<file path="src/rtl/cpu_stat_counter.sv">
// ---------------------------------------------------------------------------
// cpu_stat_counter
//
// Performance-statistics unit for the pipelined MIPS CPU. It tracks the
// run/halt status of the CPU and counts, while running:
//   - executed cycles,
//   - retired unconditional jumps (j/jal/jr),
//   - taken conditional branches,
//   - inserted pipeline bubbles (stall or flush slots).
// Every counter saturates at MAX_COUNT so the downstream 8-digit BCD display
// never shows a wrapped value. The counters are plain unsigned binary.
//
// Parameters:
//   WIDTH      - width of every counter output
//   MAX_COUNT  - saturation ceiling of every counter
//
// Ports:
//   clk                 - system clock
//   rst                 - asynchronous active-high reset (state RUN, counts 0)
//   halt                - pulse: halt instruction retired in WB (RUN -> HALTED)
//   go                  - pulse: debounced run button (HALTED -> RUN)
//   clr                 - synchronous clear of all counters, state untouched
//   jmp_retire          - unconditional jump retired this cycle
//   br_taken            - conditional branch resolved taken this cycle
//   bubble              - pipeline bubble inserted this cycle
//   running             - high while in RUN; drives the pipeline enable
//   total_cycles        - cycles spent in RUN
//   uncondi_branch_num  - retired unconditional jumps
//   condi_branch_num    - taken conditional branches
//   bubble_num          - inserted bubbles
// ---------------------------------------------------------------------------
module cpu_stat_counter #(
  parameter int unsigned      WIDTH     = 32,
  parameter logic [WIDTH-1:0] MAX_COUNT = WIDTH'(99_999_999)
) (
  input  logic             clk,
  input  logic             rst,
  input  logic             halt,
  input  logic             go,
  input  logic             clr,
  input  logic             jmp_retire,
  input  logic             br_taken,
  input  logic             bubble,
  output logic             running,
  output logic [WIDTH-1:0] total_cycles,
  output logic [WIDTH-1:0] uncondi_branch_num,
  output logic [WIDTH-1:0] condi_branch_num,
  output logic [WIDTH-1:0] bubble_num
);

  // -------------------------------------------------------------------------
  // Run/halt FSM
  // -------------------------------------------------------------------------
  typedef enum logic [0:0] {
    StRun    = 1'b0,
    StHalted = 1'b1
  } state_e;

  state_e state_q, state_d;

  always_ff @(posedge clk or posedge rst) begin
    if (rst) begin
      state_q <= StRun;
    end else begin
      state_q <= state_d;
    end
  end

  // Only the input that can leave the current state is looked at, so a
  // simultaneous halt+go resolves to "halt" in RUN and "go" in HALTED.
  always_comb begin
    state_d = state_q;
    unique case (state_q)
      StRun:    if (halt) state_d = StHalted;
      StHalted: if (go)   state_d = StRun;
    endcase
  end

  // Pure state decode: no combinational path from any input.
  always_comb begin
    running = (state_q == StRun);
  end

  // -------------------------------------------------------------------------
  // Saturating event counters
  // -------------------------------------------------------------------------
  localparam int unsigned NumCnt = 4;
  localparam int unsigned IdxTotal  = 0;
  localparam int unsigned IdxJump   = 1;
  localparam int unsigned IdxBranch = 2;
  localparam int unsigned IdxBubble = 3;

  logic [NumCnt-1:0] cnt_evt;
  logic [WIDTH-1:0]  cnt_q [NumCnt];
  logic [WIDTH-1:0]  cnt_d [NumCnt];

  // The cycle counter treats every RUN cycle as an event.
  always_comb begin
    cnt_evt            = '0;
    cnt_evt[IdxTotal]  = 1'b1;
    cnt_evt[IdxJump]   = jmp_retire;
    cnt_evt[IdxBranch] = br_taken;
    cnt_evt[IdxBubble] = bubble;
  end

  // Clear beats increment; increments only in RUN and only below the ceiling.
  // The "<" compare also pins a counter that somehow sits above the ceiling.
  always_comb begin
    for (int i = 0; i < NumCnt; i++) begin
      cnt_d[i] = cnt_q[i];
      if (clr) begin
        cnt_d[i] = '0;
      end else if (running && cnt_evt[i] && (cnt_q[i] < MAX_COUNT)) begin
        cnt_d[i] = cnt_q[i] + WIDTH'(1);
      end
    end
  end

  always_ff @(posedge clk or posedge rst) begin
    if (rst) begin
      for (int i = 0; i < NumCnt; i++) begin
        cnt_q[i] <= '0;
      end
    end else begin
      for (int i = 0; i < NumCnt; i++) begin
        cnt_q[i] <= cnt_d[i];
      end
    end
  end

  always_comb begin
    total_cycles       = cnt_q[IdxTotal];
    uncondi_branch_num = cnt_q[IdxJump];
    condi_branch_num   = cnt_q[IdxBranch];
    bubble_num         = cnt_q[IdxBubble];
  end

endmodule

</file>
<file path="config.mk">
export PLATFORM = sky130hd
export DESIGN_NAME = cpu_stat_counter
export DESIGN_NICKNAME = d
export VERILOG_FILES = /design/src/rtl/cpu_stat_counter.sv
export SDC_FILE = /design/constraint.sdc
export NUM_CORES = 1
export LEC_CHECK = 0
export BUFFER_PORTS_ARGS = -buffer_cell sky130_fd_sc_hd__clkbuf_2
export CAP_MARGIN = 0
export CORE_AREA = 2 2 132 134
export CTS_CLUSTER_DIAMETER = 150
export DETAILED_ROUTE_END_ITERATION = 6
export DIE_AREA = 0 0 134 136
export PLACE_DENSITY_LB_ADDON = 0.08
export SYNTH_ARGS = -nofsm -noshare
export SYNTH_HDL_FRONTEND = slang
export SYNTH_SLANG_ARGS = --single-unit
export TNS_END_PERCENT = 50
</file>
<file path="constraint.sdc">
create_clock -name clk -period 10.16 [get_ports clk]
set_clock_uncertainty 0.1 [all_clocks]
set_input_delay 2.032 -clock clk [delete_from_list [all_inputs] [get_ports clk]]
set_output_delay 2.032 -clock clk [all_outputs]
set_load 0.01 [all_outputs]
</file>
==> flow_summary.ini <==
[run_status]
status = finished, final reports clean

[cts]
post-cts-setup-buffers = 0
clk-insertion-delay-late_ns = 0.41
cts_resized = 0
clkTransAtPathRegs_ns = 0.06
cts_made_buffers = 17
cts-root-buf = clkbuf_16
cts_max_path_buffers = 2
cts_htree_levels = 4
cts_tree = built
hold_buffers = 0
cts.sinks = 129

[global_route]
antenna_found_initial = 0
grt_usage_pct = 19.13
grt-ovfl-total = 0
grt_max_degree = 108
grt_pass1_vias = 5405
grt_pass1_wl_mm = 27.86

[power]
ir_drop_mv = 0.1192
p_per_area_nw_per_um2 = 146.2
power_switching_share_pct = 22.63
clkPwrFrac_pct = 50.3
switchingPower_mw = 0.2666
pwr-share-seq_pct = 44.7
p_int_mw = 0.9116
p_leak_nw = 3.616
p_comb_share_pct = 5.0

[flow_run]
maxCapViolations = 0

[finish]
area_growth_pct = 22.11
layout-drive-gt1-share_pct = 22.48
num_antenna_cells = 0
stdcell_count = 1057
fin_nets = 833

[synth]
netlist.area_leader.share_pct = 48.92
synth_most_common_cell = dfrtp_1
muxShareOfSynthArea_pct = 0.6636
seq_area_frac_synth_pct = 48.92
yosys.area_share.xor_xnor_pct = 10.62
synth_top_family_by_area = simple AND/OR/NAND/NOR gates
ys_warn_count = 0
synth_cell_types = 55
synthTopCellsByCount = dfrtp_1, nor2_1, xor2_1
syn_avg_cell_area_sq_um = 9.577
syn_area_sq_um = 6599
yosys.area.top_type = dfrtp_1
synthAdderAreaFrac_pct = 0.7584
synthesis.instances = 689
async_reset_ff_share_pct = 100.0
synth_simple_gate_area_share_pct = 31.51
yosys-top-cells-area = dfrtp_1, xor2_1, nor2_1, nand4_1, xnor2_1
syn_nets = 701
synth_compound_area_share_pct = 5.461
synth-edff-count = 0
synth_seq_cells = 129
yosys_most_used_dff = dfrtp_1

[drt]
postRouteAntennaNets = 0
routedWlPerCell_um = 15.88
drc = 0
first_pass_iters = 5
vias_per_cell = 5.330
drt-initial-drc-count = 376
vias = 5634
wirelength_mm = 16.79

[critical_path]
worst-setup-path-type = in2reg
arrival_ns = 4.23
crit_fanout = 12
start_kind = primary input
ff2ff_setup_slack_ns = 7.18
required_ns = 10.38
crit_path_end_kind = flip-flop

[placed_design]
io_buffers = 136
hpwl_mm = 11.40
place_congestion = 0.8085
dpl.cell_count = 1027

[sta]
hold_viol_final = 0
maxSlewHeadroom_pct = 23.88
min_period_ns = 4.010
rsz0062_at_grt = no
setup_tns_ns = 0
tightest_slew_ns = 1.142
setup_viol = 0
max_freq_mhz = 249.4
slew_violations = 0
finalCritPeriodShare_pct = 39.47

[hold_path]
min_path_type = reg2reg

[die]
die_x_um = 134
num_rows = 48
fp.coreArea_sq_um = 16880
initial_utilization_pct = 39.10
ios = 137
dieArea_sq_um = 18220
die_y_um = 136
[power groups by stage]
stage	combinational, mW	clock [mW]	sequential (mW)
2_1_floorplan	0.0395	0	0.535
3_3_place_gp	0.0591	0	0.536
3_5_place_dp	0.0603	0	0.536
4_1_cts	0.0607	0.608	0.527
5_1_grt	0.0679	0.633	0.527
6_report	0.0587	0.593	0.527
[critical path, stage by stage]
cell and delay, ns:
clkbuf_2 0.07, nor4b_1 0.27, nand3_1 0.18, nor2_1 0.59, nand2_1 0.38, or4_1 0.55
a21oi_1 0.15
[metal layers]
layer	wire length (um)	global-route usage [%]
met1	7970	26.14
met2	7868	29.80
met3	761	5.295
met4	183	5.615
met5	0	0
[per-stage QoR]
stage          power, mW  cell area, sq um  utilization [%]  hold slack [ns]  worst slack, ns
5_1_grt            1.229              8058            47.75           0.4408            5.927
6_report           1.178              8058            47.75           0.4225            6.150
2_1_floorplan     0.5748              6599                -           0.4443            4.587
3_3_place_gp      0.5947              7482            44.34           0.4096            5.820
4_1_cts            1.196              8058            47.75           0.4297            6.170
3_5_place_dp      0.5962              7482            44.34           0.4107            5.734
[layout by cell type, fill, tap and decap left out, drive strengths merged, types with 10 or more instances in the layout]
cell    netlist  layout
clkbuf       21     160
dfrtp       129     129
nor2        105     105
xor2         50      50
nand3        45      45
nand4        45      45
nand2        39      39
xnor2        30      30
a21oi        27      27
nor3         27      27
nor2b        24      24
and3         18      18
or3          16      16
o21ai        15      15
nor4         13      13
and4         12      12
or4          10      10
[kinds of logic (layout without fill, tap and decap cells)]
kind of cell | count (synthesis) | after routing
compound gates | 57 | 57
fa+ha+maj | 4 | 4
simple gates | 382 | 382
xor+xnor | 80 | 80
flops | 129 | 129
buf+inv | 33 | 176
mux | 4 | 4
[flip-flops by register name (all words and copies together) (netlist names)]
| register | flops |
|---|---|
| bubble_num | 32 |
| total_cycles | 32 |
| uncondi_branch_num | 32 |
| condi_branch_num | 32 |
| state_q | 1 |
[layout make-up]
| cell class | instances | area (sq um) |
|---|---|---|
| multi-input combinational | 527 | 3234 |
| fill | 1630 | 8818 |
| clock buffer | 25 | 525.5 |
| clock inverter | 5 | 50.05 |
| inverter | 6 | 25.02 |
| timing repair buffer | 140 | 713.2 |
| sequential | 129 | 3228 |
| tap | 225 | 281.5 |
[path summary, 6_finish.rpt]
kind	depth (start not counted)	endpoint	from
max in group asynchronous	3	total_cycles[26]	rst
max reg2reg	5	condi_branch_num[15]	condi_branch_num[8]
max	7	condi_branch_num[15]	br_taken
min in group asynchronous	2	total_cycles[31]	rst
min reg2reg	1	uncondi_branch_num[31]	uncondi_branch_num[31]
min	1	uncondi_branch_num[31]	uncondi_branch_num[31]
Note: power is estimated with default switching activity, not from simulation.
